**src/rtl/alu_cmd_queue.sv**
```systemverilog
// alu_cmd_queue: command FIFO -> registered ALU wrapper -> result FIFO, strictly in order.
// Latency: push at edge T issues at T+1 and lands in the result FIFO at T+4 (no bypass).
// Backpressure: in_ready = command FIFO not full; issue is credit-gated so captures never overflow.

// Generic count-based FIFO.
// Zero-latency head: head_dat shows the oldest entry whenever count > 0.
// No internal protection: caller must never push when full nor pop when empty.
module alu_cmd_queue_fifo #(
  parameter int WIDTH = 8,
  parameter int DEPTH = 4
) (
  input  logic                       clk,
  input  logic                       rst_n,
  input  logic                       push,
  input  logic [WIDTH-1:0]           push_dat,
  input  logic                       pop,
  output logic [WIDTH-1:0]           head_dat,
  output logic [$clog2(DEPTH+1)-1:0] count,
  output logic                       empty
);

  localparam int PW = (DEPTH > 1) ? $clog2(DEPTH) : 1;
  localparam int CW = $clog2(DEPTH + 1);

  logic [WIDTH-1:0] mem [DEPTH];
  logic [PW-1:0]    wr_ptr;
  logic [PW-1:0]    rd_ptr;
  logic [PW-1:0]    wr_ptr_nxt;
  logic [PW-1:0]    rd_ptr_nxt;

  // Pointer increment with explicit wrap so non-power-of-2 depths work.
  always_comb begin
    wr_ptr_nxt = (wr_ptr == PW'(DEPTH - 1)) ? '0 : wr_ptr + PW'(1);
    rd_ptr_nxt = (rd_ptr == PW'(DEPTH - 1)) ? '0 : rd_ptr + PW'(1);
  end

  // Storage is not reset: validity is defined solely by count.
  always_ff @(posedge clk) begin
    if (push) begin
      mem[wr_ptr] <= push_dat;
    end
  end

  // Pointers and occupancy; full/empty derive from count, never pointer equality.
  always_ff @(posedge clk or posedge rst_n) begin
    if (rst_n) begin
      wr_ptr <= '0;
      rd_ptr <= '0;
      count  <= '0;
    end else begin
      if (push) begin
        wr_ptr <= wr_ptr_nxt;
      end
      if (pop) begin
        rd_ptr <= rd_ptr_nxt;
      end
      case ({push, pop})
        2'b10:   count <= count + CW'(1);
        2'b01:   count <= count - CW'(1);
        default: count <= count;
      endcase
    end
  end

  assign head_dat = mem[rd_ptr];
  assign empty    = (count == '0);

endmodule

module alu_cmd_queue #(
  parameter int IN_DEPTH  = 4,
  parameter int OUT_DEPTH = 4
) (
  input  logic                          clk,
  input  logic                          rst_n,
  input  logic                          in_valid,
  output logic                          in_ready,
  input  logic [3:0]                    in_a,
  input  logic [3:0]                    in_b,
  input  logic [2:0]                    in_op,
  output logic [3:0]                    alu_a,
  output logic [3:0]                    alu_b,
  output logic [2:0]                    alu_op,
  input  logic [3:0]                    alu_result,
  input  logic                          alu_carry,
  output logic                          out_valid,
  input  logic                          out_ready,
  output logic [3:0]                    out_result,
  output logic                          out_carry,
  output logic [$clog2(IN_DEPTH+1)-1:0] in_level
);

  typedef struct packed {
    logic [3:0] a;
    logic [3:0] b;
    logic [2:0] op;
  } cmd_t;

  typedef struct packed {
    logic [3:0] result;
    logic       carry;
  } res_t;

  localparam int ICW = $clog2(IN_DEPTH + 1);
  localparam int OCW = $clog2(OUT_DEPTH + 1);
  // Wide enough for out_count plus three in-flight slots.
  localparam int CRW = $clog2(OUT_DEPTH + 4) + 1;

  cmd_t           cmd_in;
  cmd_t           cmd_head;
  logic           cmd_push;
  logic           cmd_empty;
  logic [ICW-1:0] cmd_cnt;

  res_t           res_in;
  res_t           res_head;
  logic           res_push;
  logic           res_pop;
  logic           res_empty;
  logic [OCW-1:0] res_cnt;

  logic           issue;
  logic           v0;
  logic           v1;
  logic           v2;
  logic [CRW-1:0] credit_used;
  logic           credit_ok;

  // ---------------------------------------------------------------------------
  // Command side
  // ---------------------------------------------------------------------------
  assign cmd_in   = '{a: in_a, b: in_b, op: in_op};
  // in_ready looks only at registered occupancy, never at out_ready.
  assign in_ready = (cmd_cnt != ICW'(IN_DEPTH));
  assign cmd_push = in_valid & in_ready;
  assign in_level = cmd_cnt;

  alu_cmd_queue_fifo #(
    .WIDTH ($bits(cmd_t)),
    .DEPTH (IN_DEPTH)
  ) u_cmd_fifo (
    .clk      (clk),
    .rst_n    (rst_n),
    .push     (cmd_push),
    .push_dat (cmd_in),
    .pop      (issue),
    .head_dat (cmd_head),
    .count    (cmd_cnt),
    .empty    (cmd_empty)
  );

  // ---------------------------------------------------------------------------
  // Credit check: every issued command owns a result slot until it is popped.
  // Slots owned = buffered results + commands still inside the ALU pipe.
  // A pop this edge frees a slot in time for an issue on the same edge.
  // ---------------------------------------------------------------------------
  always_comb begin
    credit_used = CRW'(res_cnt) + CRW'(v0) + CRW'(v1) + CRW'(v2);
    credit_ok   = (credit_used - CRW'(res_pop)) < CRW'(OUT_DEPTH);
    issue       = ~cmd_empty & credit_ok;
  end

  // Operand registers feeding the wrapper; they hold their value when idle.
  always_ff @(posedge clk or posedge rst_n) begin
    if (rst_n) begin
      alu_a  <= '0;
      alu_b  <= '0;
      alu_op <= '0;
    end else if (issue) begin
      alu_a  <= cmd_head.a;
      alu_b  <= cmd_head.b;
      alu_op <= cmd_head.op;
    end
  end

  // Valid pipe shadowing the wrapper's two register stages.
  // v0: operands in alu_* are captured by the wrapper next edge.
  // v1: wrapper result register loads next edge.
  // v2: alu_result/alu_carry are valid this cycle.
  always_ff @(posedge clk or posedge rst_n) begin
    if (rst_n) begin
      v0 <= 1'b0;
      v1 <= 1'b0;
      v2 <= 1'b0;
    end else begin
      v0 <= issue;
      v1 <= v0;
      v2 <= v1;
    end
  end

  // ---------------------------------------------------------------------------
  // Result side: the wrapper cannot stall, so capture is unconditional on v2.
  // ---------------------------------------------------------------------------
  assign res_in   = '{result: alu_result, carry: alu_carry};
  assign res_push = v2;
  assign res_pop  = out_valid & out_ready;

  alu_cmd_queue_fifo #(
    .WIDTH ($bits(res_t)),
    .DEPTH (OUT_DEPTH)
  ) u_res_fifo (
    .clk      (clk),
    .rst_n    (rst_n),
    .push     (res_push),
    .push_dat (res_in),
    .pop      (res_pop),
    .head_dat (res_head),
    .count    (res_cnt),
    .empty    (res_empty)
  );

  // Head is forced to zero while empty so the unreset storage never leaks out.
  always_comb begin
    out_valid  = ~res_empty;
    out_result = '0;
    out_carry  = 1'b0;
    if (out_valid) begin
      out_result = res_head.result;
      out_carry  = res_head.carry;
    end
  end

endmodule

```
**config.mk**
```make
export PLATFORM = sky130hd
export DESIGN_NAME = alu_cmd_queue
export DESIGN_NICKNAME = d
export VERILOG_FILES = /design/src/rtl/alu_cmd_queue.sv
export SDC_FILE = /design/constraint.sdc
export NUM_CORES = 1
export LEC_CHECK = 0
export CAP_MARGIN = 5
export CELL_PAD_IN_SITES_DETAIL_PLACEMENT = 1
export CELL_PAD_IN_SITES_GLOBAL_PLACEMENT = 2
export CORE_UTILIZATION = 25
export CTS_CLUSTER_SIZE = 30
export DETAILED_ROUTE_END_ITERATION = 16
export PLACE_DENSITY_LB_ADDON = 0.1
export SYNTH_ARGS = -nofsm -noshare
export SYNTH_HDL_FRONTEND = slang
export SYNTH_SLANG_ARGS = --single-unit
```
**constraint.sdc**
```tcl
create_clock -name clk -period 4.4 [get_ports clk]
set_input_delay 0.44 -clock clk [delete_from_list [all_inputs] [get_ports clk]]
set_output_delay 0.44 -clock clk [all_outputs]
set_load 0.02 [all_outputs]
```
Yosys cells after proc, flatten, opt, wreduce, memory -nomap -nowiden:

Memories as Yosys holds them, arrays and structs flattened. A register that Yosys moved wholly into a read port is not among the register bits.
Cells that the tools add are included.

* memories kept: 2
* word-level logic and storage cells: 54
* bits in writable memories: 64
* flip-flop bits (word level): 17
* output and inout port bits: 21
* input bits: 20

Memory list
* u_cmd_fifo.mem: words 4, width 11, rd ports 1, clocked after Yosys merged registers in 1, write ports 1, line 25 `logic [WIDTH-1:0] mem [DEPTH];`
* u_res_fifo.mem: words 4, width 5, rd ports 1, clocked after Yosys merged registers in 0, write ports 1, line 25

* reduce and logical (&&, ||, !) cells: 4
* eq/ne operators: 9
* add/subtract/negate cells: 12
* multiplexer cells: 12
* magnitude comparators: 1
* bitwise logic cells: 5

Operator list (count)
* equality test 2 bit, second input constant: 6
* case mux 3 bit (2 select lines): 2
* adder 2 x 1 -> 2 bit, second input constant: 4
* adder 4 x 1 -> 4 bit: 2
* 2-to-1 mux 2 bit: 4
* adder 3 x 1 -> 3 bit, second input constant: 2
* logical NOT 3 bit: 2
* subtractor 3 x 1 -> 3 bit, second input constant: 2
* 2-to-1 mux 1 bit: 5
* adder 3 x 1 -> 4 bit: 1
* equality test 2 x 1 -> 1 bit, second input constant: 2
* < comparator 4 x 3 -> 1 bit, second input constant: 1
* 2-to-1 mux 4 bit: 1
* nonzero test 2 bit: 2
* subtractor 4 x 1 -> 4 bit: 1
* AND 1 bit: 3
* inequality test 3 bit, second input constant: 1
* inverter 1 bit: 2

Logic depth before layout (Yosys ltp):

* depth in word-level cells: 8
* gate-level depth with buffers: 17
* mapped depth without buffers: 15

By module:

Synthesis repeated with hierarchy kept, for this count alone.

* cell total of the unflattened synthesis: 214
* area total of the unflattened synthesis: 3885.0 um2

Modules (own cells, without submodules)
* alu_cmd_queue_fifo at u_cmd_fifo: area each 2006.9 um2, cells an instance 95, seq. area each 1496.4 um2, instances 1
* alu_cmd_queue_fifo at u_res_fifo: area each 1137.3 um2, cells an instance 64, seq. area each 775.7 um2, instances 1
* alu_cmd_queue: area each 740.7 um2, cells an instance 55, seq. area each 350.3 um2, instances 1

Least setup slack after synthesis:

No wires, ideal clock.

* path type: reg-to-reg
* start point: reg u_res_fifo.count[0]
* end point: reg u_cmd_fifo.count[2]
* cell stages (with the launch flop): 18
* data required time: 4.320 ns
* data arrival time: 3.642 ns
* clock period less this slack: 3.722 ns
* setup slack: 0.678 ns
* path buffers: 2
* library setup time: 0.080 ns
* path through: dfrtp_1 or3_1 clkbuf_1 nand2_2 xor2_1 fa_1 inv_1 ha_1 and3b_1 nor4_1 o32a_2 buf_6 ha_1 inv_1 fa_1 xor2_1 nor2_1 xor2_1

* word-level cells in the longest chain between the ends: 8
* elaborated cells between the ends (all ways): 13
* classes of those cells: add/sub (4); order compare (1); eq/ne (2); mux (1); bitwise (3); reduce/logical (2)

Ends and longest elaborated chain
* start, declared: line 18 `output logic [$clog2(DEPTH+1)-1:0] count,`
* start signal, assigned: line 58 `2'b10: count <= count + CW'(1);`
* start signal, assigned: line 59 `2'b01: count <= count - CW'(1);`
* start signal, assigned: line 60 `default: count <= count;`
* logical NOT 3 bit *: line 66 `assign empty = (count == '0);`
* inverter 1 bit *: line 215 `out_valid = ~res_empty;`
* named net out_valid: line 86 `output logic out_valid,`
* AND 1 bit *: line 197 `assign res_pop = out_valid & out_ready;`
* subtractor 4 x 1 -> 4 bit *: line 159 `credit_ok = (credit_used - CRW'(res_pop)) < CRW'(OUT_DEPTH);`
* < comparator 4 x 3 -> 1 bit *: line 159
* AND 1 bit *: line 160 `issue = ~cmd_empty & credit_ok;`
* named net issue: line 122 `logic issue;`
* equality test 2 x 1 -> 1 bit / equality test 2 bit (equally long branches): line 57 `case ({push, pop})`
* case mux 3 bit (2 select lines) / nonzero test 2 bit (equally long branches)
* end signal, assigned: line 58
* end signal, assigned: line 59
* end signal, assigned: line 60
* end, declared: line 18

Mark *: on every way through the listed nets, which the timed path passes. The rest lies on a longest branch.
A chain may end at the register's enable or synchronous reset.

Final worst setup path:

* start point: reg u_res_fifo.count[0]
* end point: reg u_cmd_fifo.count[2]

* word-level cells in the longest chain between the ends: 8
* elaborated cells between the ends (all ways): 13
* classes of those cells: add/sub (4); order compare (1); eq/ne (2); mux (1); bitwise (3); reduce/logical (2)

Ends and longest elaborated chain (line)
* adder 3 x 1 -> 4 bit / logical NOT 3 bit (equally long branches): 158, 66
* adder 4 x 1 -> 4 bit / inverter 1 bit (equally long branches): 158, 215
* adder 4 x 1 -> 4 bit / AND 1 bit (equally long branches): 158, 197
* subtractor 4 x 1 -> 4 bit *: 159
* < comparator 4 x 3 -> 1 bit *: 159
* AND 1 bit *: 160
* equality test 2 x 1 -> 1 bit / equality test 2 bit (equally long branches): 57
* case mux 3 bit (2 select lines) / nonzero test 2 bit (equally long branches)

Every way passes the cells marked *; elsewhere a longest branch is shown, timed or not.

==> impl_metrics.tcl <==
set metrics [dict create \
    worstSetupEndpointType "flip-flop" \
    antenna_left 0 \
    h-tree-depth 3 \
    arrival_ns 3.85 \
    clock_skew_ns 0.004455 \
    drc 0 \
    drive_gt1_frac 0.1916 \
    cp_max_fo 8 \
    grt_max_degree 29 \
    gr-total-overflow 0 \
    postSynthAreaPerCell_sq_um 18.42 \
    power_leakage_nw 1.783 \
    crit_path_start_kind "flip-flop" \
    dp.cells 429 \
    clkLatencyLatePin_ns 0.34 \
    ctsHoldBuffers 0 \
    pre_cts_ws_ns 0.7182 \
    post_cts_buffers 0 \
    synth_top_flop_cell "edfxtp_1" \
    area_growth_pct 23.59 \
    nFillCells 1517 \
    worstPathRequired_ns 4.66 \
    clockBufferDepth 2 \
    status "finished, final reports clean" \
    hold_viol 0 \
    hold_start "v1" \
    synth_edf_count 64 \
    num_rows 44 \
    fin_crit_sh 0.8153 \
    fp.dieH_um 126.1 \
    first_pass_iters 4 \
    root_buffer "clkbuf_16" \
    regToRegStartpoint "u_res_fifo.count[0]" \
    synth.most_common_cell "edfxtp_1" \
    synth_common_cells "edfxtp_1, dfrtp_1, inv_1, mux4_2, ha_1" \
    min_to "res_push" \
    rsz0062_at_grt "no" \
    cts_resized 0 \
    track_usage 0.1040 \
    cts_buffers 9 \
    hold_depth 0 \
    pin_count 41 \
    yosysSeqAreaShare 0.6812 \
    irDropWorstVdd_v 0.0002902 \
    worst_r2r_endpoint "u_cmd_fifo.count[2]" \
    die_w_um 126.1 \
    drt-vias-per-instance 4.209 \
    power.density_nw_per_um2 783.3 \
    ys_ff_latch 92 \
    fin_setup_tns_ns 0 \
    initial_core_util 0.2609 \
    routed_wl_um 7459 \
    synth_area_sq_um 3850 \
    regToRegSetupSlack_ns 0.81 \
    crit_type "flip-flop to flip-flop" \
    postSynthCellCount 209 \
    setup_violations 0 \
    ys_types 34 \
    grt_antenna_before_repair 0 \
    coreArea_sq_um 14750 \
    worstHoldPathType "flip-flop to flip-flop" \
    slew_violations 0 \
    dpl.hpwl_um 4805 \
    globalplace.congestion 0.6488 \
    async_flop_share 0.3043 \
    die-area_sq_um 15900 \
    clock_sinks 92 \
    drv_cap 0 \
    grt_pass1_wl_um 12050 \
    diodes 0 \
    power.total_mw 3.727 \
    finalCriticalPeriod_ns 3.587 \
    io_buffer_count 40 \
    worst_pin_slew_ns 0.8416 \
    wl_per_cell_um 16.76 \
    setup_slack_ns 0.8128 \
    fin_hold_ws_ns 0.3780 \
    path_clk_slew_ns 0.06 \
    fin_cells 445 \
    maxSlewHeadroom 0.4390 \
    clock.fmax_ghz 0.2788 \
    syn_nets 247 \
    synth_warnings 0 \
    first_global_vias 2072 \
    rr_worst_depth 15 \
    netlist.area_leader.share 0.4992 \
    cts_tree "yes" \
    nets 294 \
    synth.area.top_cells "edfxtp_1, dfrtp_1, mux4_2" \
    dr_total_vias 1873 \
    post-synth-top-area-cell "edfxtp_1" \
    drtIter0Drc 142 \
]
final cells by class:
type,instances,area [sq um],share of cell area
Tap cell,184,230.2,0.04838
Inverter,16,60.06,0.01262
Multi-Input combinational cell,95,1136,0.2388
Clock buffer,11,232.7,0.04891
Sequential cell,92,2623,0.5511
Timing Repair Buffer,42,415.4,0.08730
Clock inverter,5,61.31,0.01288
where the power goes:
group | total, mW | leakage [nW] | switching [mW] | internal, mW
sequential | 1.41 | 0.918 | 0.212 | 1.20
clock | 0.771 | 0.132 | 0.328 | 0.443
combinational | 1.55 | 0.732 | 0.703 | 0.844
total | 3.73 | 1.78 | 1.24 | 2.48
critical path, cell delays in order (launching register included):
cell and delay [ns]:
dfrtp_1 0.40, or3_1 0.50, nand2_2 0.23, xor2_1 0.11, fa_1 0.36, inv_1 0.06, ha_1 0.21, and3b_1 0.17
nor4_1 0.25, o32a_2 0.22, ha_1 0.17, inv_1 0.06, fa_1 0.37, xor2_1 0.15, nor2_1 0.11, xor2_1 0.15
worst max-delay path by stage:
stage                                   start                   to  slack, ns  depth (start not counted)
after floorplan           u_res_fifo.count[0]  u_cmd_fifo.count[2]       0.68                         17
after global placement              out_ready  u_cmd_fifo.count[2]       0.76                         14
after CTS                 u_res_fifo.count[0]  u_cmd_fifo.count[2]       0.73                         15
final                     u_res_fifo.count[0]  u_cmd_fifo.count[2]       0.81                         15
after detailed placement            out_ready  u_cmd_fifo.count[2]       0.72                         14
after global routing      u_res_fifo.count[0]  u_cmd_fifo.count[2]       0.42                         15
flip-flops by register name, summed over array words and instances, names as in the netlist:
register           cells
u_res_fifo.wr_ptr      2
alu_b                  4
alu_op                 3
u_cmd_fifo.wr_ptr      2
u_cmd_fifo.mem        44
alu_a                  4
u_res_fifo.mem        20
v1                     1
res_push               1
v0                     1
u_cmd_fifo.rd_ptr      2
u_res_fifo.rd_ptr      2
u_cmd_fifo.count       3
u_res_fifo.count       3
cell families (layout without fill, tap and decap cells):
kind of cell,count (synthesis),count (layout),share of synthesized area
flops,92,92,0.6812
mux,34,34,0.1544
simple gates,28,28,0.04257
buf+inv,22,74,0.02372
fa+ha+maj,18,18,0.06435
xor+xnor,8,8,0.02015
compound gates,7,7,0.01365
through the flow:
step | area [sq um] | utilization
2_1_floorplan | 3850 | -
3_3_place_gp | 4464 | 0.3026
3_5_place_dp | 4464 | 0.3026
4_1_cts | 4758 | 0.3225
5_1_grt | 4758 | 0.3225
6_report | 4758 | 0.3225
cell usage in the layout (no fill, tap or decap), types with 2 or more instances in the layout:
| master | synthesis | final |
|---|---|---|
| nand3_1 | 2 | 2 |
| mux2i_1 | 2 | 2 |
| buf_4 | 0 | 2 |
| fa_1 | 3 | 3 |
| mux2_2 | 4 | 4 |
| mux2_4 | 9 | 9 |
| clkdlybuf4s50_1 | 0 | 40 |
| mux2_1 | 3 | 3 |
| dfrtp_1 | 28 | 28 |
| clkbuf_16 | 0 | 9 |
| and2_1 | 10 | 10 |
| o21ai_0 | 2 | 2 |
| mux4_2 | 16 | 16 |
| xnor2_1 | 3 | 3 |
| nor2_1 | 3 | 3 |
| clkbuf_1 | 4 | 2 |
| or2_2 | 2 | 2 |
| clkinvlp_4 | 0 | 3 |
| xor2_1 | 4 | 4 |
| edfxtp_1 | 64 | 64 |
| ha_1 | 15 | 15 |
| and3_1 | 4 | 4 |
| inv_1 | 16 | 16 |
metal layers:
| layer | vias to the layer above | routed length (um) | global-route usage |
|---|---|---|---|
| met5 | - | 0 | 0 |
| li1 | 869 | - | - |
| met2 | 37 | 3754 | 0.1752 |
| met1 | 960 | 3311 | 0.1212 |
| met4 | 0 | 95 | 0.03614 |
| met3 | 7 | 297 | 0.03908 |
Power figures use the tool's default switching activity.
==> RTL edit, RTL diff (same settings) <==
Reset style: synchronous (`rst_n`), changed in 3 clocked blocks.
--- a/src/rtl/alu_cmd_queue.sv
+++ b/src/rtl/alu_cmd_queue.sv
@@ -42,7 +42,7 @@
   end
 
   // Pointers and occupancy; full/empty derive from count, never pointer equality.
-  always_ff @(posedge clk or posedge rst_n) begin
+  always_ff @(posedge clk) begin
     if (rst_n) begin
       wr_ptr <= '0;
       rd_ptr <= '0;
@@ -161,7 +161,7 @@
   end
 
   // Operand registers feeding the wrapper; they hold their value when idle.
-  always_ff @(posedge clk or posedge rst_n) begin
+  always_ff @(posedge clk) begin
     if (rst_n) begin
       alu_a  <= '0;
       alu_b  <= '0;
@@ -177,7 +177,7 @@
   // v0: operands in alu_* are captured by the wrapper next edge.
   // v1: wrapper result register loads next edge.
   // v2: alu_result/alu_carry are valid this cycle.
-  always_ff @(posedge clk or posedge rst_n) begin
+  always_ff @(posedge clk) begin
     if (rst_n) begin
       v0 <= 1'b0;
       v1 <= 1'b0;
Behaviour: differs if rst_n is asserted again (counterexample within 4 cycles, from zero or initial values and one cycle with rst_n high); with rst_n held inactive, the same outputs for 10 cycles.
==> RTL edit against the original RTL <==
Total power decreased by 23%. Area after synthesis is 3.9% higher. Sequential power shrank 18%. Non-clock buffer count fell by 1. Count of clock-buffer cells in the layout unchanged. Sequential cell count grew 2. Via count rose by 13%. Routed wire length up 1.6%. Design area grew 2.8%. Critical path type unchanged. Global-route usage barely moved. Worst setup slack better by 0.0050 ns.
==> RTL edit: results (changes against the original RTL) <==
| Metric | Value |
|---|---|
| Routed wl met3 | 264 um (-11%) |
| Dpl cells | 499 (+16%) |
| Worst IR drop on VDD | 251 uV (-14%) |
| Sw frac | 32.3% (-1.1 points) |
| Dpl hpwl | 5.10 mm (+6.2%) |
| Grt met1 use | 11.8% (-0.28 points) |
| Worst hold start | v1 |
| M1 wire length | 3.36 mm (+1.5%) |
| Worst path max stage delay | 0.47 ns (-0.03 ns) |
| Hold_ws | 0.473 ns (+0.0949 ns) |
| Layout cells sized above 1 | 14.1% (-5.0 points) |
| Critical Path Fanout Max | 9 (+1) |
| Worst Setup SP | u_res_fifo.count[2] |
| Count of cell types in the netlist | 39 (+15%) |
| Slew @ Worst Pin | 0.904 ns (+0.0622 ns) |
| Total of fill cells in the finished design | 1,644 (+8.4%) |
| Comb group | 0.00100 W (-35%) |
| Post-synth top cells | 64 x edfxtp_1, 30 x dfxtp_1, 24 x nand2b_1 |
| Syn_nets | 295 (+19%) |
| GR Util met2 | 17.7% (+0.23 points) |
| Crit path to | u_cmd_fifo.count[2] |
| Initial drt markers | 74 (-48%) |
| Hold Path Sink | res_push |
| Capture point of the worst reg-to-reg path | u_cmd_fifo.count[2] |
| Clock skew | 0.00942 ns (+0.00497 ns) |
| First-pass GRT wire length | 12.4 mm (+3.3%) |
| Vias in the first global route | 2,248 (+8.5%) |
| Status | finished, final reports clean |
| Drt wl/cell | 14.7 um (-12%) |
| Final wirelength | 7.58 mm (+1.6%) |
RTL edit: cell types whose count changed after synthesis, sizes merged, moves of 4 or more:
| cell | unedited run | this run |
|---|---|---|
| and2 | 10 | 5 |
| buf | 2 | 6 |
| dfrtp | 28 | 0 |
| dfxtp | 0 | 30 |
| mux2 | 16 | 2 |
| mux2i | 2 | 15 |
| nand2b | 1 | 24 |
| nor2 | 3 | 14 |
| nor2b | 0 | 8 |
| nor3 | 1 | 5 |
RTL edit: layout make-up:
type,count,area share (%)
clock buffer,11,4.96
clock inverter,5,0.665
inverter,15,1.15
multi-input combinational,138,28.0
sequential,94,51.6
tap,211,5.40
timing repair buffer,41,8.24
RTL edit: cells by family after synthesis:
group	count (synthesis)	synth area share (%)
adders and majority gates	18	6.19
buffers and inverters	25	2.72
xor gates and xnor gates	5	1.09
muxes	33	13.4
and+or+nand+nor	72	11.1
AOI/OAI and AO/OA	10	2.41
DFF	94	63.0
